==> src/rtl/axi4lite_req_master_if.sv <==
// Bundle of local request/response and AXI4-Lite master channels.
// The master modport is the request master's view; slave is the far side.
`ifndef AXI4_ADDR_BITS
`define AXI4_ADDR_BITS 32
`endif
`ifndef AXI4_DATA_BITS
`define AXI4_DATA_BITS 64
`endif
`ifndef AXI4_PROT_BITS
`define AXI4_PROT_BITS 3
`endif
`ifndef AXI4_RESP_BITS
`define AXI4_RESP_BITS 2
`endif

interface axi4lite_req_master_if #(
  parameter int ADDR_W = `AXI4_ADDR_BITS,
  parameter int DATA_W = `AXI4_DATA_BITS,
  parameter int STRB_W = DATA_W/8
);
  // local request / response
  logic                       req_valid;
  logic                       req_ready;
  logic                       req_we;
  logic [ADDR_W-1:0]          req_addr;
  logic [DATA_W-1:0]          req_wdata;
  logic [STRB_W-1:0]          req_wstrb;
  logic [`AXI4_PROT_BITS-1:0] req_prot;
  logic                       rsp_valid;
  logic                       rsp_ready;
  logic                       rsp_we;
  logic [DATA_W-1:0]          rsp_rdata;
  logic [`AXI4_RESP_BITS-1:0] rsp_resp;
  // write address
  logic                       m_axi4lite_aw_valid;
  logic                       m_axi4lite_aw_ready;
  logic [ADDR_W-1:0]          m_axi4lite_aw_addr;
  logic [`AXI4_PROT_BITS-1:0] m_axi4lite_aw_prot;
  // write data
  logic                       m_axi4lite_w_valid;
  logic                       m_axi4lite_w_ready;
  logic [DATA_W-1:0]          m_axi4lite_w_data;
  logic [STRB_W-1:0]          m_axi4lite_w_strb;
  // write response
  logic                       m_axi4lite_b_valid;
  logic                       m_axi4lite_b_ready;
  logic [`AXI4_RESP_BITS-1:0] m_axi4lite_b_resp;
  // read address
  logic                       m_axi4lite_ar_valid;
  logic                       m_axi4lite_ar_ready;
  logic [ADDR_W-1:0]          m_axi4lite_ar_addr;
  logic [`AXI4_PROT_BITS-1:0] m_axi4lite_ar_prot;
  // read data
  logic                       m_axi4lite_r_valid;
  logic                       m_axi4lite_r_ready;
  logic [DATA_W-1:0]          m_axi4lite_r_data;
  logic [`AXI4_RESP_BITS-1:0] m_axi4lite_r_resp;

  modport master (
    input  req_valid, req_we, req_addr, req_wdata, req_wstrb, req_prot, rsp_ready,
    output req_ready, rsp_valid, rsp_we, rsp_rdata, rsp_resp,
    output m_axi4lite_aw_valid, m_axi4lite_aw_addr, m_axi4lite_aw_prot,
    input  m_axi4lite_aw_ready,
    output m_axi4lite_w_valid, m_axi4lite_w_data, m_axi4lite_w_strb,
    input  m_axi4lite_w_ready,
    input  m_axi4lite_b_valid, m_axi4lite_b_resp,
    output m_axi4lite_b_ready,
    output m_axi4lite_ar_valid, m_axi4lite_ar_addr, m_axi4lite_ar_prot,
    input  m_axi4lite_ar_ready,
    input  m_axi4lite_r_valid, m_axi4lite_r_data, m_axi4lite_r_resp,
    output m_axi4lite_r_ready
  );

  modport slave (
    output req_valid, req_we, req_addr, req_wdata, req_wstrb, req_prot, rsp_ready,
    input  req_ready, rsp_valid, rsp_we, rsp_rdata, rsp_resp,
    input  m_axi4lite_aw_valid, m_axi4lite_aw_addr, m_axi4lite_aw_prot,
    output m_axi4lite_aw_ready,
    input  m_axi4lite_w_valid, m_axi4lite_w_data, m_axi4lite_w_strb,
    output m_axi4lite_w_ready,
    output m_axi4lite_b_valid, m_axi4lite_b_resp,
    input  m_axi4lite_b_ready,
    input  m_axi4lite_ar_valid, m_axi4lite_ar_addr, m_axi4lite_ar_prot,
    output m_axi4lite_ar_ready,
    output m_axi4lite_r_valid, m_axi4lite_r_data, m_axi4lite_r_resp,
    input  m_axi4lite_r_ready
  );
endinterface

==> src/rtl/axi4lite_req_master.sv <==
// Single-outstanding AXI4-Lite master: turns one local request into one
// AXI4-Lite read or write and returns the captured response.
`ifndef AXI4_ADDR_BITS
`define AXI4_ADDR_BITS 32
`endif
`ifndef AXI4_DATA_BITS
`define AXI4_DATA_BITS 64
`endif
`ifndef AXI4_PROT_BITS
`define AXI4_PROT_BITS 3
`endif
`ifndef AXI4_RESP_BITS
`define AXI4_RESP_BITS 2
`endif

module axi4lite_req_master #(
  parameter int ADDR_W = `AXI4_ADDR_BITS,
  parameter int DATA_W = `AXI4_DATA_BITS,
  parameter int STRB_W = DATA_W/8
) (
  input  logic                  clk,
  input  logic                  rstn,
  axi4lite_req_master_if.master bus
);

  typedef enum logic [2:0] {
    IDLE    = 3'd0,
    WR_AW_W = 3'd1,
    WR_B    = 3'd2,
    RD_AR   = 3'd3,
    RD_R    = 3'd4,
    RSP     = 3'd5
  } state_t;

  state_t                     r_state;
  logic                       r_aw_valid, r_w_valid, r_ar_valid;
  logic                       r_aw_done, r_w_done;
  logic                       r_we;
  logic [ADDR_W-1:0]          r_addr;
  logic [DATA_W-1:0]          r_wdata;
  logic [STRB_W-1:0]          r_wstrb;
  logic [`AXI4_PROT_BITS-1:0] r_prot;
  logic [DATA_W-1:0]          r_rsp_rdata;
  logic [`AXI4_RESP_BITS-1:0] r_rsp_resp;

  state_t w_state_nxt;
  logic   w_aw_valid_nxt, w_w_valid_nxt, w_ar_valid_nxt;
  logic   w_aw_done_nxt, w_w_done_nxt;
  logic   w_cap_req, w_cap_b, w_cap_r;
  logic   w_aw_hs, w_w_hs, w_ar_hs;

  // handshakes only count while our registered valid is up
  assign w_aw_hs = r_aw_valid & bus.m_axi4lite_aw_ready;
  assign w_w_hs  = r_w_valid  & bus.m_axi4lite_w_ready;
  assign w_ar_hs = r_ar_valid & bus.m_axi4lite_ar_ready;

  // next-state and next-valid decode; valids are registered from these
  always_comb begin
    w_state_nxt    = r_state;
    w_aw_valid_nxt = r_aw_valid;
    w_w_valid_nxt  = r_w_valid;
    w_ar_valid_nxt = r_ar_valid;
    w_aw_done_nxt  = r_aw_done;
    w_w_done_nxt   = r_w_done;
    w_cap_req      = 1'b0;
    w_cap_b        = 1'b0;
    w_cap_r        = 1'b0;
    case (r_state)
      IDLE: begin
        if (bus.req_valid) begin
          w_cap_req     = 1'b1;
          w_aw_done_nxt = 1'b0;
          w_w_done_nxt  = 1'b0;
          if (bus.req_we) begin
            w_state_nxt    = WR_AW_W;
            w_aw_valid_nxt = 1'b1;
            w_w_valid_nxt  = 1'b1;
          end else begin
            w_state_nxt    = RD_AR;
            w_ar_valid_nxt = 1'b1;
          end
        end
      end
      WR_AW_W: begin
        // AW and W complete independently, in any order
        if (w_aw_hs) begin
          w_aw_valid_nxt = 1'b0;
          w_aw_done_nxt  = 1'b1;
        end
        if (w_w_hs) begin
          w_w_valid_nxt = 1'b0;
          w_w_done_nxt  = 1'b1;
        end
        if ((r_aw_done | w_aw_hs) & (r_w_done | w_w_hs)) begin
          w_state_nxt   = WR_B;
          w_aw_done_nxt = 1'b0;
          w_w_done_nxt  = 1'b0;
        end
      end
      WR_B: begin
        if (bus.m_axi4lite_b_valid) begin
          w_cap_b     = 1'b1;
          w_state_nxt = RSP;
        end
      end
      RD_AR: begin
        if (w_ar_hs) begin
          w_ar_valid_nxt = 1'b0;
          w_state_nxt    = RD_R;
        end
      end
      RD_R: begin
        if (bus.m_axi4lite_r_valid) begin
          w_cap_r     = 1'b1;
          w_state_nxt = RSP;
        end
      end
      RSP: begin
        // no request acceptance here; IDLE is re-entered first
        if (bus.rsp_ready) w_state_nxt = IDLE;
      end
      default: begin
        // illegal encoding: recover to a clean idle
        w_state_nxt    = IDLE;
        w_aw_valid_nxt = 1'b0;
        w_w_valid_nxt  = 1'b0;
        w_ar_valid_nxt = 1'b0;
        w_aw_done_nxt  = 1'b0;
        w_w_done_nxt   = 1'b0;
      end
    endcase
  end

  // state, valid and done-flag registers
  always_ff @(posedge clk) begin
    if (!rstn) begin
      r_state    <= IDLE;
      r_aw_valid <= 1'b0;
      r_w_valid  <= 1'b0;
      r_ar_valid <= 1'b0;
      r_aw_done  <= 1'b0;
      r_w_done   <= 1'b0;
    end else begin
      r_state    <= w_state_nxt;
      r_aw_valid <= w_aw_valid_nxt;
      r_w_valid  <= w_w_valid_nxt;
      r_ar_valid <= w_ar_valid_nxt;
      r_aw_done  <= w_aw_done_nxt;
      r_w_done   <= w_w_done_nxt;
    end
  end

  // request payload capture; held stable for the whole transaction
  always_ff @(posedge clk) begin
    if (!rstn) begin
      r_we    <= 1'b0;
      r_addr  <= '0;
      r_wdata <= '0;
      r_wstrb <= '0;
      r_prot  <= '0;
    end else if (w_cap_req) begin
      r_we    <= bus.req_we;
      r_addr  <= bus.req_addr;
      r_wdata <= bus.req_wdata;
      r_wstrb <= bus.req_wstrb;
      r_prot  <= bus.req_prot;
    end
  end

  // response capture from B or R; error codes pass through untouched
  always_ff @(posedge clk) begin
    if (!rstn) begin
      r_rsp_rdata <= '0;
      r_rsp_resp  <= '0;
    end else if (w_cap_b) begin
      r_rsp_rdata <= '0;
      r_rsp_resp  <= bus.m_axi4lite_b_resp;
    end else if (w_cap_r) begin
      r_rsp_rdata <= bus.m_axi4lite_r_data;
      r_rsp_resp  <= bus.m_axi4lite_r_resp;
    end
  end

  assign bus.req_ready          = (r_state == IDLE);
  assign bus.rsp_valid          = (r_state == RSP);
  assign bus.rsp_we             = r_we;
  assign bus.rsp_rdata          = r_rsp_rdata;
  assign bus.rsp_resp           = r_rsp_resp;

  assign bus.m_axi4lite_aw_valid = r_aw_valid;
  assign bus.m_axi4lite_aw_addr  = r_addr;
  assign bus.m_axi4lite_aw_prot  = r_prot;
  assign bus.m_axi4lite_w_valid  = r_w_valid;
  assign bus.m_axi4lite_w_data   = r_wdata;
  assign bus.m_axi4lite_w_strb   = r_wstrb;
  assign bus.m_axi4lite_b_ready  = (r_state == WR_B);
  assign bus.m_axi4lite_ar_valid = r_ar_valid;
  assign bus.m_axi4lite_ar_addr  = r_addr;
  assign bus.m_axi4lite_ar_prot  = r_prot;
  assign bus.m_axi4lite_r_ready  = (r_state == RD_R);

endmodule

==> src/flat_wrapper.sv <==
// flat-port wrapper written by rule: the top's interface ports become plain ports
module axi4lite_req_master_flat 
#(
  parameter int ADDR_W = `AXI4_ADDR_BITS,
  parameter int DATA_W = `AXI4_DATA_BITS,
  parameter int STRB_W = DATA_W/8
)
  (clk, rstn, bus_req_valid, bus_req_we, bus_req_addr, bus_req_wdata, bus_req_wstrb, bus_req_prot, bus_rsp_ready, bus_req_ready, bus_rsp_valid, bus_rsp_we, bus_rsp_rdata, bus_rsp_resp, bus_m_axi4lite_aw_valid, bus_m_axi4lite_aw_addr, bus_m_axi4lite_aw_prot, bus_m_axi4lite_aw_ready, bus_m_axi4lite_w_valid, bus_m_axi4lite_w_data, bus_m_axi4lite_w_strb, bus_m_axi4lite_w_ready, bus_m_axi4lite_b_valid, bus_m_axi4lite_b_resp, bus_m_axi4lite_b_ready, bus_m_axi4lite_ar_valid, bus_m_axi4lite_ar_addr, bus_m_axi4lite_ar_prot, bus_m_axi4lite_ar_ready, bus_m_axi4lite_r_valid, bus_m_axi4lite_r_data, bus_m_axi4lite_r_resp, bus_m_axi4lite_r_ready);
  axi4lite_req_master_if #(.ADDR_W(ADDR_W), .DATA_W(DATA_W), .STRB_W(STRB_W)) bus_i ();
  input  logic clk;
  input  logic rstn;
  input wire logic [$bits(bus_i.req_valid)-1:0] bus_req_valid;
  input wire logic [$bits(bus_i.req_we)-1:0] bus_req_we;
  input wire logic [$bits(bus_i.req_addr)-1:0] bus_req_addr;
  input wire logic [$bits(bus_i.req_wdata)-1:0] bus_req_wdata;
  input wire logic [$bits(bus_i.req_wstrb)-1:0] bus_req_wstrb;
  input wire logic [$bits(bus_i.req_prot)-1:0] bus_req_prot;
  input wire logic [$bits(bus_i.rsp_ready)-1:0] bus_rsp_ready;
  output wire logic [$bits(bus_i.req_ready)-1:0] bus_req_ready;
  output wire logic [$bits(bus_i.rsp_valid)-1:0] bus_rsp_valid;
  output wire logic [$bits(bus_i.rsp_we)-1:0] bus_rsp_we;
  output wire logic [$bits(bus_i.rsp_rdata)-1:0] bus_rsp_rdata;
  output wire logic [$bits(bus_i.rsp_resp)-1:0] bus_rsp_resp;
  output wire logic [$bits(bus_i.m_axi4lite_aw_valid)-1:0] bus_m_axi4lite_aw_valid;
  output wire logic [$bits(bus_i.m_axi4lite_aw_addr)-1:0] bus_m_axi4lite_aw_addr;
  output wire logic [$bits(bus_i.m_axi4lite_aw_prot)-1:0] bus_m_axi4lite_aw_prot;
  input wire logic [$bits(bus_i.m_axi4lite_aw_ready)-1:0] bus_m_axi4lite_aw_ready;
  output wire logic [$bits(bus_i.m_axi4lite_w_valid)-1:0] bus_m_axi4lite_w_valid;
  output wire logic [$bits(bus_i.m_axi4lite_w_data)-1:0] bus_m_axi4lite_w_data;
  output wire logic [$bits(bus_i.m_axi4lite_w_strb)-1:0] bus_m_axi4lite_w_strb;
  input wire logic [$bits(bus_i.m_axi4lite_w_ready)-1:0] bus_m_axi4lite_w_ready;
  input wire logic [$bits(bus_i.m_axi4lite_b_valid)-1:0] bus_m_axi4lite_b_valid;
  input wire logic [$bits(bus_i.m_axi4lite_b_resp)-1:0] bus_m_axi4lite_b_resp;
  output wire logic [$bits(bus_i.m_axi4lite_b_ready)-1:0] bus_m_axi4lite_b_ready;
  output wire logic [$bits(bus_i.m_axi4lite_ar_valid)-1:0] bus_m_axi4lite_ar_valid;
  output wire logic [$bits(bus_i.m_axi4lite_ar_addr)-1:0] bus_m_axi4lite_ar_addr;
  output wire logic [$bits(bus_i.m_axi4lite_ar_prot)-1:0] bus_m_axi4lite_ar_prot;
  input wire logic [$bits(bus_i.m_axi4lite_ar_ready)-1:0] bus_m_axi4lite_ar_ready;
  input wire logic [$bits(bus_i.m_axi4lite_r_valid)-1:0] bus_m_axi4lite_r_valid;
  input wire logic [$bits(bus_i.m_axi4lite_r_data)-1:0] bus_m_axi4lite_r_data;
  input wire logic [$bits(bus_i.m_axi4lite_r_resp)-1:0] bus_m_axi4lite_r_resp;
  output wire logic [$bits(bus_i.m_axi4lite_r_ready)-1:0] bus_m_axi4lite_r_ready;
  assign bus_i.req_valid = bus_req_valid;
  assign bus_i.req_we = bus_req_we;
  assign bus_i.req_addr = bus_req_addr;
  assign bus_i.req_wdata = bus_req_wdata;
  assign bus_i.req_wstrb = bus_req_wstrb;
  assign bus_i.req_prot = bus_req_prot;
  assign bus_i.rsp_ready = bus_rsp_ready;
  assign bus_req_ready = bus_i.req_ready;
  assign bus_rsp_valid = bus_i.rsp_valid;
  assign bus_rsp_we = bus_i.rsp_we;
  assign bus_rsp_rdata = bus_i.rsp_rdata;
  assign bus_rsp_resp = bus_i.rsp_resp;
  assign bus_m_axi4lite_aw_valid = bus_i.m_axi4lite_aw_valid;
  assign bus_m_axi4lite_aw_addr = bus_i.m_axi4lite_aw_addr;
  assign bus_m_axi4lite_aw_prot = bus_i.m_axi4lite_aw_prot;
  assign bus_i.m_axi4lite_aw_ready = bus_m_axi4lite_aw_ready;
  assign bus_m_axi4lite_w_valid = bus_i.m_axi4lite_w_valid;
  assign bus_m_axi4lite_w_data = bus_i.m_axi4lite_w_data;
  assign bus_m_axi4lite_w_strb = bus_i.m_axi4lite_w_strb;
  assign bus_i.m_axi4lite_w_ready = bus_m_axi4lite_w_ready;
  assign bus_i.m_axi4lite_b_valid = bus_m_axi4lite_b_valid;
  assign bus_i.m_axi4lite_b_resp = bus_m_axi4lite_b_resp;
  assign bus_m_axi4lite_b_ready = bus_i.m_axi4lite_b_ready;
  assign bus_m_axi4lite_ar_valid = bus_i.m_axi4lite_ar_valid;
  assign bus_m_axi4lite_ar_addr = bus_i.m_axi4lite_ar_addr;
  assign bus_m_axi4lite_ar_prot = bus_i.m_axi4lite_ar_prot;
  assign bus_i.m_axi4lite_ar_ready = bus_m_axi4lite_ar_ready;
  assign bus_i.m_axi4lite_r_valid = bus_m_axi4lite_r_valid;
  assign bus_i.m_axi4lite_r_data = bus_m_axi4lite_r_data;
  assign bus_i.m_axi4lite_r_resp = bus_m_axi4lite_r_resp;
  assign bus_m_axi4lite_r_ready = bus_i.m_axi4lite_r_ready;
  axi4lite_req_master #(.ADDR_W(ADDR_W), .DATA_W(DATA_W), .STRB_W(STRB_W)) u_core (.clk(clk), .rstn(rstn), .bus(bus_i));
endmodule
==> config.mk <==
export PLATFORM = sky130hd
export DESIGN_NAME = axi4lite_req_master_flat
export DESIGN_NICKNAME = d
export VERILOG_FILES = /design/src/rtl/axi4lite_req_master_if.sv /design/src/rtl/axi4lite_req_master.sv /design/src/flat_wrapper.sv
export SDC_FILE = /design/constraint.sdc
export NUM_CORES = 1
export LEC_CHECK = 0
export ABC_AREA = 0
export BUFFER_PORTS_ARGS = -buffer_cell sky130_fd_sc_hd__buf_4
export CORE_AREA = 2 2 154 156
export DETAILED_ROUTE_END_ITERATION = 10
export DIE_AREA = 0 0 156 158
export PLACE_DENSITY = 0.63
export SYNTH_ARGS = -nofsm -noshare
export SYNTH_HDL_FRONTEND = slang
export SYNTH_SLANG_ARGS = --single-unit
export TNS_END_PERCENT = 100
==> constraint.sdc <==
create_clock -name clk -period 3.3 [get_ports clk]
set_clock_uncertainty 0.1 [all_clocks]
set_input_delay 0.33 -clock clk [delete_from_list [all_inputs] [get_ports clk]]
set_output_delay 0.33 -clock clk [all_outputs]
set_load 0.1 [all_outputs]
* After elaboration in Yosys (flattened, before gate mapping)
Index checks and enable logic that the tools add are counted.
** Storage, ports and cells
- Output and inout port bits :: 216
- Word-level logic and storage cells :: 83
- Register bits :: 182
- Input bits :: 185
** Cells by class
- Bitwise gates (word level) :: 9
- Equality and inequality tests :: 17
- Reduce and logical (&&, ||, !) cells :: 11
- Muxes and demuxes :: 33
** Operators by type and width (count)
- $mux W1 :: 18
- $mux W3 :: 6
- $pmux W3 S6 :: 1
- $pmux W1 S3 :: 5
- $ne A2 B2 Y1 const B :: 6
- $reduce_and A4 Y1 :: 3
- $ne A2 B1 Y1 const B :: 4
- $reduce_or A4 Y1 :: 2
- $eq A3 B2 Y1 const B :: 2
- $eq A3 B3 Y1 const B :: 2
- $mux W2 :: 3
- $ne A3 B1 Y1 const B :: 2
- $reduce_and A3 Y1 :: 2
- $reduce_and A6 Y1 :: 1
- $and A1 B1 Y1 :: 4
- $eq A3 B1 Y1 const B :: 1
- $logic_not A3 Y1 :: 1
- $not A1 Y1 :: 3
- $or A1 B1 Y1 :: 2
- $reduce_bool A2 Y1 :: 1
- $reduce_or A2 Y1 :: 1

* Depth between registers and ports, before layout
Gate-level depths: netlist of run 1.
- Depth after elaboration :: 5
- Gate-level depth with buffers :: 7
- Depth with buffers taken out :: 4

* Worst setup path before layout of run 1
No wires, ideal clock.
- Path type :: register -> register
- Start :: register u_core.r_state[1]
- End :: register u_core.r_rsp_rdata[41] (netlist: u_core.bus.rsp_rdata[41])
- Data arrival time :: 3.778 ns
- Path buffers :: 2
- Stages on the path, launching flop included :: 7
- Slack :: -0.698 ns
- Setup time :: 0.120 ns
- Clock period less this slack :: 3.998 ns
- Required time :: 3.080 ns
- Cell sequence :: dfxtp_1 > buf_2 > nor3b_1 > nand2_2 > buf_6 > nand2_1 > a21oi_1
** On the way
- Elaborated cells on any way between the ends :: 5
- Classes of those cells :: eq/ne: 2; mux: 2; reduce/logical: 1
** RTL lines
- start, declared :: line axi4lite_req_master.sv:35 : state_t r_state;
- start signal, assigned :: line axi4lite_req_master.sv:144 : r_state <= w_state_nxt;
- $eq A3 B3 Y1
- via bus_m_axi4lite_r_ready :: line flat_wrapper.sv:42 : output wire logic [$bits(bus_i.m_axi4lite_r_ready)-1:0] bus_m_axi4lite_r_ready;
- $mux W1 :: line axi4lite_req_master.sv:68 : case (r_state)
- end signal, assigned :: line axi4lite_req_master.sv:179 : r_rsp_rdata <= bus.m_axi4lite_r_data;
- end, declared :: line axi4lite_req_master.sv:43 : logic [DATA_W-1:0] r_rsp_rdata;
The timed path passes the listed nets, and every way through them passes these cells.
A chain may end at the register's enable or synchronous reset.

* Final worst setup path of run 1
- Start :: register u_core.r_state[2]
- End :: register u_core.r_wdata[37] (netlist: u_core.bus.m_axi4lite_w_data[37])
** On the way
- Longest elaborated chain between the ends :: 2
** Ends and longest elaborated chain
- $logic_not A3 Y1 :: line axi4lite_req_master.sv:68
- $mux W1 :: line axi4lite_req_master.sv:68
- end signal, assigned :: line axi4lite_req_master.sv:164 : r_wdata <= bus.req_wdata;
- end, declared :: line axi4lite_req_master.sv:40 : logic [DATA_W-1:0] r_wdata;
Every way passes these cells.

==> results of run 1 <==
cell type report:
type,count,area [sq um]
fill,2320,12500
sequential,182,3640
timing repair buffer,409,3100
multi-input combinational,579,2870
clock buffer,18,429
tap,290,363
clock inverter,12,168
inverter,1,3.75
per-stage QoR:
step                cells  instance area (sq um)  total power [mW]  hold slack [ns]  setup WS (ns)
detailed placement   1461                   9970              6.02            0.347           1.11
floorplan             858                   7150              5.32            0.339          0.171
global route         1491                  10600              8.39           0.0353          0.905
finish               1491                  10600              8.06           0.0403           1.10
global placement     1461                   9970              6.01            0.341           1.18
CTS                  1491                  10600              8.16           0.0213           1.09
synthesized netlist by cell type, drive strengths merged:
cell,instances,area (sq um)
nor2,5,18.8
buf,72,553
a31oi,2,12.5
a221oi,1,8.76
dfxtp,182,3640
and4bb,1,12.5
a22oi,2,15.0
nor3,2,21.3
nor2b,1,6.26
o211ai,2,15.0
nand3,2,10.0
o21a,2,15.0
inv,1,3.75
nor4bb,1,25.0
or3b,1,8.76
and3b,1,8.76
and3,1,6.26
nand3b,1,7.51
o22ai,1,6.26
a311oi,1,15.0
a21boi,112,841
nand2b,2,20.0
mux2,1,11.3
nand2,351,1320
a21oi,69,345
and2,4,25.0
nor3b,1,7.51
o2111ai,1,8.76
or3,1,6.26
clkbuf,24,90.1
a21o,2,15.0
or2,1,6.26
o21ai,7,35.0
cell usage in the layout, fill, tap and decap left out, types with 2 or more instances in the layout:
master and n:
clkinv_4 2, buf_12 2, clkbuf_16 17, dfxtp_1 182, inv_6 3, bufinv_16 3, a21boi_1 30, a31oi_1 2
a21o_1 2, nor2_1 5, a22oi_1 2, and2_1 3, o21a_1 2, o21ai_0 7, o211ai_1 2, nand2_1 349
a21oi_1 69, clkinvlp_4 3, buf_4 407, nand3_1 2, a21boi_0 82
worst max-delay path: cells and delay by family (launching register included):
kind | cells | cell delay, ns
and+or+nand+nor | 3 | 0.75
DFF | 1 | 0.63
buffers and inverters | 1 | 0.42
AOI/OAI and AO/OA | 1 | 0.19
state kept, by name, indices dropped and copies added, names as in the netlist:
signal / flops
u_core.bus.rsp_rdata: 64
u_core.bus.m_axi4lite_w_data: 64
u_core.bus.m_axi4lite_ar_valid: 1
u_core.bus.m_axi4lite_ar_addr: 32
u_core.bus.m_axi4lite_aw_valid: 1
u_core.bus.rsp_resp: 2
u_core.r_state: 3
u_core.bus.rsp_we: 1
u_core.r_w_done: 1
u_core.r_aw_done: 1
u_core.bus.m_axi4lite_ar_prot: 3
u_core.bus.m_axi4lite_w_valid: 1
u_core.bus.m_axi4lite_w_strb: 8
kinds of logic after synthesis:
kind of cell    share of synthesized area
compound gates                      0.187
buf+inv                            0.0905
flops                               0.510
mux                               0.00158
simple gates                        0.211
how the worst min path moves through the flow:
| stage | cells after the start | endpoint | slack (ns) | startpoint |
|---|---|---|---|---|
| CTS | 3 | u_core.bus.m_axi4lite_w_strb[1]$_SDFFE_PN0P_ | 0.02 | bus_req_wstrb[1] |
| global placement | 2 | u_core.bus.m_axi4lite_w_data[51]$_SDFFE_PN0P_ | 0.34 | u_core.bus.m_axi4lite_w_data[51]$_SDFFE_PN0P_ |
| finish | 3 | u_core.bus.m_axi4lite_w_strb[1]$_SDFFE_PN0P_ | 0.04 | bus_req_wstrb[1] |
| global route | 3 | u_core.bus.m_axi4lite_ar_prot[0]$_SDFFE_PN0P_ | 0.04 | bus_req_prot[0] |
| floorplan | 2 | u_core.r_aw_done$_SDFFE_PN0P_ | 0.34 | u_core.r_aw_done$_SDFFE_PN0P_ |
| detailed placement | 2 | u_core.bus.rsp_rdata[0]$_SDFFE_PP0P_ | 0.35 | u_core.bus.rsp_rdata[0]$_SDFFE_PP0P_ |
per-layer routing:
layer / global-route usage / share of wire / up-vias / wire length [microns]
li1: - / - / 3404 / -
met5: 0 / 0 / - / 0
met4: 0.0550 / 0.016 / 0 / 350
met2: 0.279 / 0.48 / 269 / 10600
met3: 0.0624 / 0.099 / 21 / 2210
met1: 0.200 / 0.41 / 3010 / 9100
power breakdown:
| part | internal [mW] | leakage, nW | switching [mW] | total (mW) |
|---|---|---|---|---|
| Clock | 1.20 | 0.281 | 0.907 | 2.11 |
| Sequential | 2.42 | 1.48 | 0.156 | 2.57 |
| Combinational | 0.717 | 2.88 | 2.66 | 3.38 |
==> metrics.txt, run 1 <==
# TYPE chip_impl_metric gauge
chip_impl_info{name="critPathSlowestCell",value="dfxtp_1"} 1
chip_impl_info{name="cts-root-buf",value="clkbuf_16"} 1
chip_impl_metric{name="area_growth",unit="%"} 48.0
chip_impl_metric{name="yosys_register_bits",unit=""} 182
chip_impl_metric{name="post_synthesis_cell_count",unit=""} 858
chip_impl_metric{name="grt_antenna_before_repair",unit=""} 0
chip_impl_metric{name="netlist-cell-type-count",unit=""} 40
chip_impl_metric{name="gr-usage-all-layers",unit=""} 0.167
chip_impl_metric{name="dpl.hpwl",unit="mm"} 16.1
chip_impl_metric{name="finish.net_count",unit=""} 1375
chip_impl_metric{name="post-cts-setup-buffer-count",unit=""} 0
chip_impl_metric{name="place.gp.congestion",unit=""} 0.787
chip_impl_metric{name="postRouteWirelength",unit="mm"} 22.3
chip_impl_metric{name="post_route_cells_drive_above_1_share",unit=""} 0.375
chip_impl_metric{name="die_width",unit="microns"} 156
chip_impl_metric{name="hold_viol",unit=""} 0
chip_impl_info{name="worst_setup_path_startpoint",value="u_core.r_state[2]$_SDFFE_PN0P_"} 1
chip_impl_metric{name="initial_core_util",unit=""} 0.310
chip_impl_metric{name="core",unit="sq um"} 23100
chip_impl_info{name="critical_path.endpoint_type",value="flip-flop"} 1
chip_impl_metric{name="htreeDepth",unit=""} 4
chip_impl_metric{name="critPathMaxFanout",unit=""} 58
chip_impl_metric{name="dr.pass1.iters",unit=""} 5
chip_impl_metric{name="tightest_slew",unit="ns"} 0.712
chip_impl_info{name="critPathKind",value="flip-flop to flip-flop"} 1
chip_impl_metric{name="yosys_warnings",unit=""} 0
chip_impl_metric{name="worst-endpoint-arrival",unit="ns"} 2.43
chip_impl_metric{name="numPortBuffers",unit=""} 400
chip_impl_metric{name="route.antenna.remaining_nets",unit=""} 0
chip_impl_metric{name="critPathRequiredTime",unit="ns"} 3.53
chip_impl_metric{name="syn-num-nets",unit=""} 1043
chip_impl_metric{name="detailedRoute.firstIterationViolations",unit=""} 373
chip_impl_metric{name="insertion_delay",unit="ns"} 0.42
chip_impl_metric{name="syn-mean-instance-area",unit="sq um"} 8.33
chip_impl_metric{name="post_drt_via_cell_ratio",unit=""} 4.50
chip_impl_metric{name="max_cap_viol_count",unit=""} 0
chip_impl_metric{name="clk_path_buf_depth",unit=""} 2
chip_impl_metric{name="ir_worst_vdd",unit="V"} 0.000396
chip_impl_info{name="cp-endpoint",value="u_core.bus.m_axi4lite_w_data[37]$_SDFFE_PN0P_"} 1
chip_impl_metric{name="avgRoutedWirePerCell",unit="microns"} 14.9
chip_impl_metric{name="die_area",unit="sq um"} 24600
chip_impl_metric{name="pins_over_their_slew_limit",unit=""} 0
chip_impl_metric{name="holdBufCountCts",unit=""} 0
chip_impl_metric{name="worst_path_clk_slew",unit="ns"} 0.08
chip_impl_metric{name="drc",unit=""} 0
chip_impl_metric{name="grt.overflow.total",unit=""} 0
chip_impl_info{name="rsz0062_at_grt",value="no"} 1
chip_impl_metric{name="rows",unit=""} 56
chip_impl_metric{name="post-route-min-period",unit="ns"} 2.20
chip_impl_metric{name="timing.final.crit_share",unit=""} 0.666
chip_impl_metric{name="num_antenna_cells",unit=""} 0
chip_impl_metric{name="grt_first_pass_wirelength",unit="mm"} 32.5
chip_impl_metric{name="power_density",unit="nW/um^2"} 762
chip_impl_info{name="regToRegStartpoint",value="u_core.r_state[2]$_SDFFE_PN0P_"} 1
chip_impl_metric{name="grt_start_max_net_pins",unit=""} 80
chip_impl_info{name="tritoncts",value="done"} 1
chip_impl_metric{name="clock_sink_count",unit=""} 182
chip_impl_metric{name="vias",unit=""} 6704
chip_impl_metric{name="maxSlewHeadroom",unit=""} 0.525
chip_impl_metric{name="timing.critical_path.slowest_cell_delay",unit="ns"} 0.63
chip_impl_info{name="worst_hold_path_type",value="input port to flip-flop"} 1
chip_impl_info{name="kind_of_start_point_of_the_critical_path",value="flip-flop"} 1
chip_impl_metric{name="worstRegToRegCells",unit=""} 5
chip_impl_info{name="capture_instance_of_the_worst_register_to_register_path",value="u_core.bus.m_axi4lite_w_data[37]$_SDFFE_PN0P_"} 1
chip_impl_metric{name="syn-cell-area",unit="sq um"} 7140
chip_impl_metric{name="setup_viol",unit=""} 0
chip_impl_metric{name="layout.core_utilization",unit=""} 0.459
chip_impl_metric{name="setup.reg_to_reg.worst_slack",unit="ns"} 1.10
chip_impl_metric{name="timing.setup.tns",unit="ns"} 0
chip_impl_metric{name="share_of_the_yosys_chip_area_belonging_to_registers",unit=""} 0.510
chip_impl_metric{name="io_pins",unit=""} 401
chip_impl_metric{name="cts_inserted_buffers",unit=""} 17
chip_impl_info{name="run_status",value="finished clean"} 1
chip_impl_metric{name="quantity_of_gates_resized_following_cts",unit=""} 0
chip_impl_info{name="cells_along_the_critical_path",value="nor3_4, nand2_4, buf_4, nand2_1, a21boi_0"} 1
chip_impl_metric{name="first_global_vias",unit=""} 6043
chip_impl_metric{name="fmax",unit="MHz"} 455
chip_impl_metric{name="static-leakage-power",unit="nW"} 4.65
chip_impl_metric{name="floorplan.die.height",unit="microns"} 158
No activity file was read; power rests on OpenSTA's default activity.
==> run 2: changes to the inputs <==
--- a/config.mk
+++ b/config.mk
@@ -5,12 +5,12 @@
 export SDC_FILE = /design/constraint.sdc
 export NUM_CORES = 1
 export LEC_CHECK = 0
-export ABC_AREA = 0
+export ABC_AREA = 1
 export BUFFER_PORTS_ARGS = -buffer_cell sky130_fd_sc_hd__buf_4
-export CORE_AREA = 2 2 154 156
+export CORE_AREA = 2 2 157 159
 export DETAILED_ROUTE_END_ITERATION = 10
-export DIE_AREA = 0 0 156 158
-export PLACE_DENSITY = 0.63
+export DIE_AREA = 0 0 159 161
+export PLACE_DENSITY = 0.62
 export SYNTH_ARGS = -nofsm -noshare
 export SYNTH_HDL_FRONTEND = slang
 export SYNTH_SLANG_ARGS = --single-unit
==> constraint.sdc (replaced) <==
create_clock -name clk -period 1.9 [get_ports clk]
set_clock_uncertainty 0.1 [all_clocks]
set_input_delay 0.19 -clock clk [delete_from_list [all_inputs] [get_ports clk]]
set_output_delay 0.19 -clock clk [all_outputs]
set_load 0.1 [all_outputs]
==> run 2 against run 1 <==
  * Synthesized cell count rose by 4.7%
  * Clock power is 67% higher
  * Global-route usage grew 2.5 points
  * Worst setup slack got worse by 0.98 ns
  * Synthesized area is 1.9% lower
  * Worst hold slack better by 0.0059 ns
  * Power increased by 120%
  * Via count rose by 17%
  * Non-clock buffer count rose by 180
  * Die area is 3.9% higher
  * Sequential power is 86% higher
  * Register-to-register slack worse by 0.87 ns
  * Largest cell class is now buffers
  * Largest power group unchanged
==> metrics.txt, run 2 <==
# TYPE chip_impl_metric gauge
chip_impl_metric{name="io_pins",unit=""} 401
chip_impl_info{name="synthFlopType",value="dfxtp_1"} 1
chip_impl_metric{name="dr.pass1.iters",unit=""} 6
chip_impl_metric{name="power_frac_seq",unit=""} 0.275
chip_impl_metric{name="yosys_warnings",unit=""} 0
chip_impl_metric{name="first_global_vias",unit=""} 7761
chip_impl_metric{name="numPortBuffers",unit=""} 400
chip_impl_info{name="tritoncts",value="done"} 1
chip_impl_metric{name="postRouteWirelength",unit="mm"} 25.6
chip_impl_metric{name="finish.net_count",unit=""} 1593
chip_impl_metric{name="syn-cell-area",unit="sq um"} 7010
chip_impl_metric{name="cell_internal_pwr",unit="mW"} 8.21
chip_impl_metric{name="avgRoutedWirePerCell",unit="microns"} 14.7
chip_impl_metric{name="grt_antenna_before_repair",unit=""} 1
chip_impl_metric{name="area_growth",unit="%"} 76.7
chip_impl_metric{name="clk_path_buf_depth",unit=""} 2
chip_impl_info{name="critPathSlowestCell",value="dfxtp_1"} 1
chip_impl_metric{name="swShare",unit=""} 0.527
chip_impl_metric{name="initial_core_util",unit=""} 0.292
chip_impl_metric{name="die_area",unit="sq um"} 25600
chip_impl_metric{name="layout.core_utilization",unit=""} 0.517
chip_impl_metric{name="dpl.hpwl",unit="mm"} 16.5
chip_impl_info{name="critPathKind",value="flip-flop to output pin"} 1
chip_impl_metric{name="rows",unit=""} 57
chip_impl_metric{name="insertion_delay",unit="ns"} 0.42
chip_impl_metric{name="worst_path_clk_slew",unit="ns"} 0.07
chip_impl_metric{name="synth_edf_count",unit=""} 0
chip_impl_metric{name="clock_sink_count",unit=""} 182
chip_impl_metric{name="fin_hold_ws",unit="ns"} 0.0462
chip_impl_metric{name="combPwrFrac",unit=""} 0.522
chip_impl_info{name="synth_top_cells_by_area",value="dfxtp_1, nand2_1, a21oi_1"} 1
chip_impl_metric{name="netlist-cell-type-count",unit=""} 21
chip_impl_info{name="synth.most_common_cell",value="nand2_1"} 1
chip_impl_info{name="worst_hold_path_type",value="input port to flip-flop"} 1
chip_impl_info{name="final_cell_mix",value="buf_4, nand2_1, dfxtp_1"} 1
chip_impl_info{name="critical_path.endpoint_type",value="output pin"} 1
chip_impl_metric{name="grt_first_pass_wirelength",unit="mm"} 40.4
chip_impl_metric{name="max_cap_viol_count",unit=""} 0
chip_impl_metric{name="post-route-min-period",unit="ns"} 1.78
chip_impl_metric{name="power_density",unit="nW/um^2"} 1400
chip_impl_info{name="synth_top_cells_by_count",value="nand2_1, dfxtp_1, a21oi_1"} 1
chip_impl_info{name="kind_of_start_point_of_the_critical_path",value="flip-flop"} 1
chip_impl_metric{name="core",unit="sq um"} 24000
chip_impl_metric{name="setup_viol",unit=""} 0
chip_impl_info{name="run_status",value="finished clean"} 1
chip_impl_metric{name="pins_over_their_slew_limit",unit=""} 0
chip_impl_metric{name="drc",unit=""} 0
chip_impl_metric{name="post_route_cells_drive_above_1_share",unit=""} 0.340
chip_impl_metric{name="cts_inserted_buffers",unit=""} 17
chip_impl_info{name="yosysTopAreaCell",value="dfxtp_1"} 1
chip_impl_metric{name="yosys_register_bits",unit=""} 182
chip_impl_metric{name="area_share_of_the_largest_cell_type_after_synthesis",unit=""} 0.520
chip_impl_metric{name="place.gp.congestion",unit=""} 0.768
chip_impl_metric{name="critPathMaxFanout",unit=""} 8
chip_impl_metric{name="die_width",unit="microns"} 159
chip_impl_metric{name="route.antenna.remaining_nets",unit=""} 0
chip_impl_info{name="cells_along_the_critical_path",value="nand2_1, inv_4, buf_8"} 1
chip_impl_metric{name="syn-mean-instance-area",unit="sq um"} 7.80
chip_impl_metric{name="tightest_slew",unit="ns"} 0.402
chip_impl_metric{name="post-cts-setup-buffer-count",unit=""} 0
chip_impl_metric{name="maxSlewHeadroom",unit=""} 0.732
chip_impl_metric{name="ir_worst_vdd",unit="V"} 0.000942
chip_impl_info{name="cts-root-buf",value="clkbuf_16"} 1
chip_impl_metric{name="hold_viol",unit=""} 0
chip_impl_metric{name="timing.critical_path.slowest_cell_delay",unit="ns"} 0.51
chip_impl_metric{name="post_drt_via_cell_ratio",unit=""} 4.50
chip_impl_metric{name="timing.final.crit_share",unit=""} 0.934
chip_impl_metric{name="static-leakage-power",unit="nW"} 5.45
chip_impl_metric{name="worst-endpoint-arrival",unit="ns"} 1.49
chip_impl_metric{name="share_of_the_yosys_chip_area_belonging_to_registers",unit=""} 0.520
chip_impl_metric{name="htreeDepth",unit=""} 4
chip_impl_metric{name="critPathRequiredTime",unit="ns"} 1.61
chip_impl_metric{name="p_sw",unit="mW"} 9.14
chip_impl_metric{name="total_power",unit="mW"} 17.3
chip_impl_metric{name="synth_async_sr_flop_share",unit=""} 0
chip_impl_metric{name="timing.setup.tns",unit="ns"} 0
chip_impl_metric{name="fmax",unit="MHz"} 563
chip_impl_metric{name="floorplan.die.height",unit="microns"} 161
chip_impl_metric{name="grt_start_max_net_pins",unit=""} 87
chip_impl_info{name="rsz0062_at_grt",value="no"} 1
chip_impl_metric{name="grt.overflow.total",unit=""} 0
chip_impl_metric{name="gr-usage-all-layers",unit=""} 0.193
chip_impl_info{name="layout.cells.most_common",value="buf_4"} 1
chip_impl_metric{name="vias",unit=""} 7854
chip_impl_metric{name="syn-num-nets",unit=""} 1083
chip_impl_metric{name="detailedRoute.firstIterationViolations",unit=""} 542
chip_impl_metric{name="post_synthesis_cell_count",unit=""} 898
chip_impl_metric{name="pwr-share-clk",unit=""} 0.203
-- run 2: path summary, 6_finish.rpt --
path	from	to	slack (ns)	cells after the start
setup / recovery	u_core.r_state[2]$_SDFFE_PN0P_	bus_m_axi4lite_r_ready	0.12	3
hold / removal	bus_m_axi4lite_aw_ready	u_core.r_aw_done$_SDFFE_PN0P_	0.05	5
setup reg to reg	u_core.r_state[2]$_SDFFE_PN0P_	u_core.bus.m_axi4lite_w_data[16]$_SDFFE_PN0P_	0.23	7
hold reg to reg	u_core.bus.rsp_rdata[59]$_SDFFE_PP0P_	u_core.bus.rsp_rdata[59]$_SDFFE_PP0P_	0.36	2
-- run 2: power groups by stage --
stage	Clock (mW)	Combinational, mW	Sequential (mW)
after detailed placement	0	8.75	4.83
final	3.52	9.06	4.77
after floorplan	0	3.41	8.47
after CTS	3.66	9.07	4.75
after global placement	0	8.73	4.81
after global routing	3.83	9.49	4.84
-- run 2: per-layer routing --
metal / vias up / GRT usage / wire length (microns)
met5: - / 0 / 0
li1: 3890 / - / -
met4: 0 / 0.0554 / 386
met1: 3655 / 0.217 / 10300
met3: 24 / 0.0722 / 2250
met2: 285 / 0.342 / 12700
-- run 2: cells by family (layout without fill, tap and decap cells) --
group,Yosys count,count (layout),synth area share
DFF,182,182,0.520
AOI/OAI and AO/OA,184,184,0.137
other,0,1,0
and+or+nand+nor,412,412,0.240
buffers and inverters,120,643,0.103
-- run 2: through the flow --
stage                     instances  setup WS, ns  cell area [sq um]
final                          1746         0.125              12400
after detailed placement       1538         0.247              10000
after global placement         1538         0.289              10000
after global routing           1746        0.0269              12400
after CTS                      1744        0.0388              12400
after floorplan                 898       0.00205               7030
-- run 2: timing repair --
item	4_1_cts	5_1_grt
hold buffers	174	1
setup endpoints to repair	2	2
resized for setup	4	4
endpoints found under the hold margin	179	1
-- run 2: area by class of cell --
type	instances	area, sq um
Inverter	22	95.1
Antenna cell	1	2.50
Sequential cell	182	3650
Clock buffer	17	425
Tap cell	324	405
Fill cell	2188	11600
Multi-Input combinational cell	596	2660
Clock inverter	15	161
Timing Repair Buffer	589	4980
-- run 2: critical path: cells and delay by family, from the launching register on --
| kind | cells | cell delay, ns |
|---|---|---|
| DFF | 1 | 0.51 |
| buffers and inverters | 2 | 0.37 |
| and+or+nand+nor | 1 | 0.17 |
==> run 3: changes to the inputs <==
--- a/config.mk
+++ b/config.mk
@@ -11,6 +11,8 @@
 export DETAILED_ROUTE_END_ITERATION = 10
 export DIE_AREA = 0 0 159 161
 export PLACE_DENSITY = 0.62
+export REMOVE_ABC_BUFFERS = 1
+export SKIP_CTS_REPAIR_TIMING = 1
 export SYNTH_ARGS = -nofsm -noshare
 export SYNTH_HDL_FRONTEND = slang
 export SYNTH_SLANG_ARGS = --single-unit
==> run 3 against run 2 <==
  * First-iteration DRC count rose by 24%
  * Worst setup slack worse by 0.055 ns
  * Sequential cell count unchanged
  * Sequential share of layout area decreased by 0.44 points
  * Worst hold slack got worse by 0.029 ns
  * Core utilization up 0.73 points
  * Power is 3.0% higher
  * Routed wire length grew 4.3%
  * Final area rose by 1.4%
  * Final cell count is 0.63% higher
  * Clock-buffer cell count increased by 1
  * Largest power group unchanged
==> metrics.txt, run 3 (synthesis results as in run 2) <==
# TYPE chip_impl_metric gauge
chip_impl_info{name="run_status",value="finished clean"} 1
chip_impl_metric{name="post_route_cells_drive_above_1_share",unit=""} 0.343
chip_impl_metric{name="register_area",unit="sq um"} 3640
chip_impl_info{name="worst_hold_path_type",value="input port to flip-flop"} 1
chip_impl_info{name="critical_path.endpoint_type",value="output pin"} 1
chip_impl_metric{name="max_cap_viol_count",unit=""} 0
chip_impl_metric{name="clk_path_buf_depth",unit=""} 2
chip_impl_metric{name="timing.final.crit_share",unit=""} 0.963
chip_impl_info{name="tritoncts",value="done"} 1
chip_impl_metric{name="grt_antenna_before_repair",unit=""} 2
chip_impl_metric{name="post_drt_via_cell_ratio",unit=""} 4.49
chip_impl_metric{name="dpl.hpwl",unit="mm"} 17.5
chip_impl_metric{name="critPathRequiredTime",unit="ns"} 1.61
chip_impl_metric{name="place.gp.congestion",unit=""} 0.783
chip_impl_info{name="layout.cells.most_common",value="buf_4"} 1
chip_impl_info{name="kind_of_start_point_of_the_critical_path",value="flip-flop"} 1
chip_impl_metric{name="first_global_vias",unit=""} 6674
chip_impl_metric{name="worst-endpoint-arrival",unit="ns"} 1.54
chip_impl_metric{name="ir_worst_vdd",unit="V"} 0.000993
chip_impl_metric{name="dpl.cell_count",unit=""} 1549
chip_impl_metric{name="htreeDepth",unit=""} 4
chip_impl_metric{name="cell_internal_pwr",unit="mW"} 8.82
chip_impl_metric{name="static-leakage-power",unit="nW"} 5.54
chip_impl_metric{name="floorplan.die.height",unit="microns"} 161
chip_impl_metric{name="postRouteWirelength",unit="mm"} 26.7
chip_impl_info{name="critPathKind",value="flip-flop to output pin"} 1
chip_impl_metric{name="drc",unit=""} 0
chip_impl_metric{name="rows",unit=""} 57
chip_impl_metric{name="die_width",unit="microns"} 159
chip_impl_metric{name="maxSlewHeadroom",unit=""} 0.788
chip_impl_metric{name="core",unit="sq um"} 24000
chip_impl_metric{name="insertion_delay",unit="ns"} 0.42
chip_impl_metric{name="area_growth",unit="%"} 79.2
chip_impl_metric{name="die_area",unit="sq um"} 25600
chip_impl_metric{name="tightest_slew",unit="ns"} 0.319
chip_impl_metric{name="pins_over_their_slew_limit",unit=""} 0
chip_impl_metric{name="avgRoutedWirePerCell",unit="microns"} 15.2
chip_impl_info{name="cts-root-buf",value="clkbuf_16"} 1
chip_impl_metric{name="nFillCells",unit=""} 2184
chip_impl_metric{name="combPwrFrac",unit=""} 0.517
chip_impl_metric{name="power_frac_seq",unit=""} 0.267
chip_impl_metric{name="layout.core_utilization",unit=""} 0.524
chip_impl_metric{name="pwr-share-clk",unit=""} 0.217
chip_impl_metric{name="route.antenna.remaining_nets",unit=""} 0
chip_impl_metric{name="grt_first_pass_wirelength",unit="mm"} 36.7
chip_impl_metric{name="p_sw",unit="mW"} 9.04
chip_impl_metric{name="worst_path_clk_slew",unit="ns"} 0.07
chip_impl_metric{name="grt.overflow.total",unit=""} 0
chip_impl_metric{name="clock_sink_count",unit=""} 182
chip_impl_metric{name="cts_inserted_buffers",unit=""} 17
chip_impl_metric{name="post-route-min-period",unit="ns"} 1.83
chip_impl_metric{name="swShare",unit=""} 0.506
chip_impl_info{name="final_cell_mix",value="buf_4, nand2_1, dfxtp_1"} 1
chip_impl_metric{name="stdcell_count",unit=""} 1757
chip_impl_metric{name="power_density",unit="nW/um^2"} 1420
chip_impl_metric{name="io_pins",unit=""} 401
chip_impl_metric{name="setup_viol",unit=""} 0
chip_impl_metric{name="dr.pass1.iters",unit=""} 4
chip_impl_info{name="rsz0062_at_grt",value="no"} 1
chip_impl_metric{name="initial_core_util",unit=""} 0.292
chip_impl_metric{name="detailedRoute.firstIterationViolations",unit=""} 670
chip_impl_metric{name="gr-usage-all-layers",unit=""} 0.179
chip_impl_metric{name="numPortBuffers",unit=""} 400
chip_impl_metric{name="area_used_by_multi_input_combinational_logic",unit="sq um"} 2650
chip_impl_metric{name="critPathMaxFanout",unit=""} 15
chip_impl_metric{name="hold_viol",unit=""} 0
chip_impl_metric{name="finish.net_count",unit=""} 1605
chip_impl_metric{name="vias",unit=""} 7893
chip_impl_metric{name="grt_start_max_net_pins",unit=""} 65
chip_impl_metric{name="fmax",unit="MHz"} 547
## run 3: changes by cell type in the layout (fill, tap and decap cells not counted), moves of 2 or more
cell,change
dfxtp_2,-3
clkinv_2,-2
dlygate4sd3_1,-2
buf_12,+4
clkinv_8,-4
clkinvlp_4,+2
buf_4,+10
dfxtp_1,+3
bufinv_16,+4
inv_8,-3
## run 3: path summary, 6_finish.rpt
check,slack (ns),to,from,depth (start not counted)
min,0.02,u_core.bus.rsp_resp[1]$_SDFFE_PN0P_,bus_m_axi4lite_r_resp[1],5
max reg2reg,0.15,u_core.bus.m_axi4lite_ar_addr[7]$_SDFFE_PN0P_,u_core.r_state[0]$_SDFFE_PN0P_,8
min reg2reg,0.36,u_core.bus.rsp_rdata[29]$_SDFFE_PP0P_,u_core.bus.rsp_rdata[29]$_SDFFE_PP0P_,2
max,0.07,bus_m_axi4lite_r_ready,u_core.r_state[0]$_SDFFE_PN0P_,5
## run 3: worst max-delay path, cell delays in order, from the launching register on
cell     delay (ns)
dfxtp_1        0.39
nor2_2         0.18
nand2_1        0.12
inv_4          0.10
buf_12         0.14
buf_12         0.18
## run 3: power by group through the flow
stage | clock (mW) | combinational [mW] | sequential [mW]
2_1_floorplan | 0 | 1.81 | 9.49
3_5_place_dp | 0 | 8.86 | 4.82
6_report | 3.87 | 9.23 | 4.76
4_1_cts | 3.97 | 8.86 | 4.74
3_3_place_gp | 0 | 8.85 | 4.80
5_1_grt | 4.16 | 9.65 | 4.83
## run 3: per-layer routing
metal	routed length, microns	share of wire	global-route usage
met1	10900	0.41	0.215
met2	13500	0.50	0.308
met3	2060	0.077	0.0619
met4	306	0.011	0.0455
met5	0	0	0
## run 3: stage by stage
stage	hold WS (ns)	instance area [sq um]	TNS, ns	setup WS [ns]	total power, mW
finish	0.0173	12600	0	0.0703	17.9
global route	0.0129	12600	0	0.000553	18.6
CTS	-0.106	10800	-0.220	-0.207	17.6
detailed placement	0.350	10100	0	0.211	13.7
global placement	0.341	10100	0	0.290	13.7
floorplan	0.210	6370	-180.47	-1.48	11.3
## run 3: cell type report
| type | instances | area share |
|---|---|---|
| clock buffer | 18 | 0.0350 |
| tap | 324 | 0.0323 |
| clock inverter | 12 | 0.0150 |
| multi-input combinational | 596 | 0.211 |
| antenna | 2 | 0.000399 |
| timing repair buffer | 601 | 0.409 |
| inverter | 22 | 0.00738 |
| sequential | 182 | 0.290 |
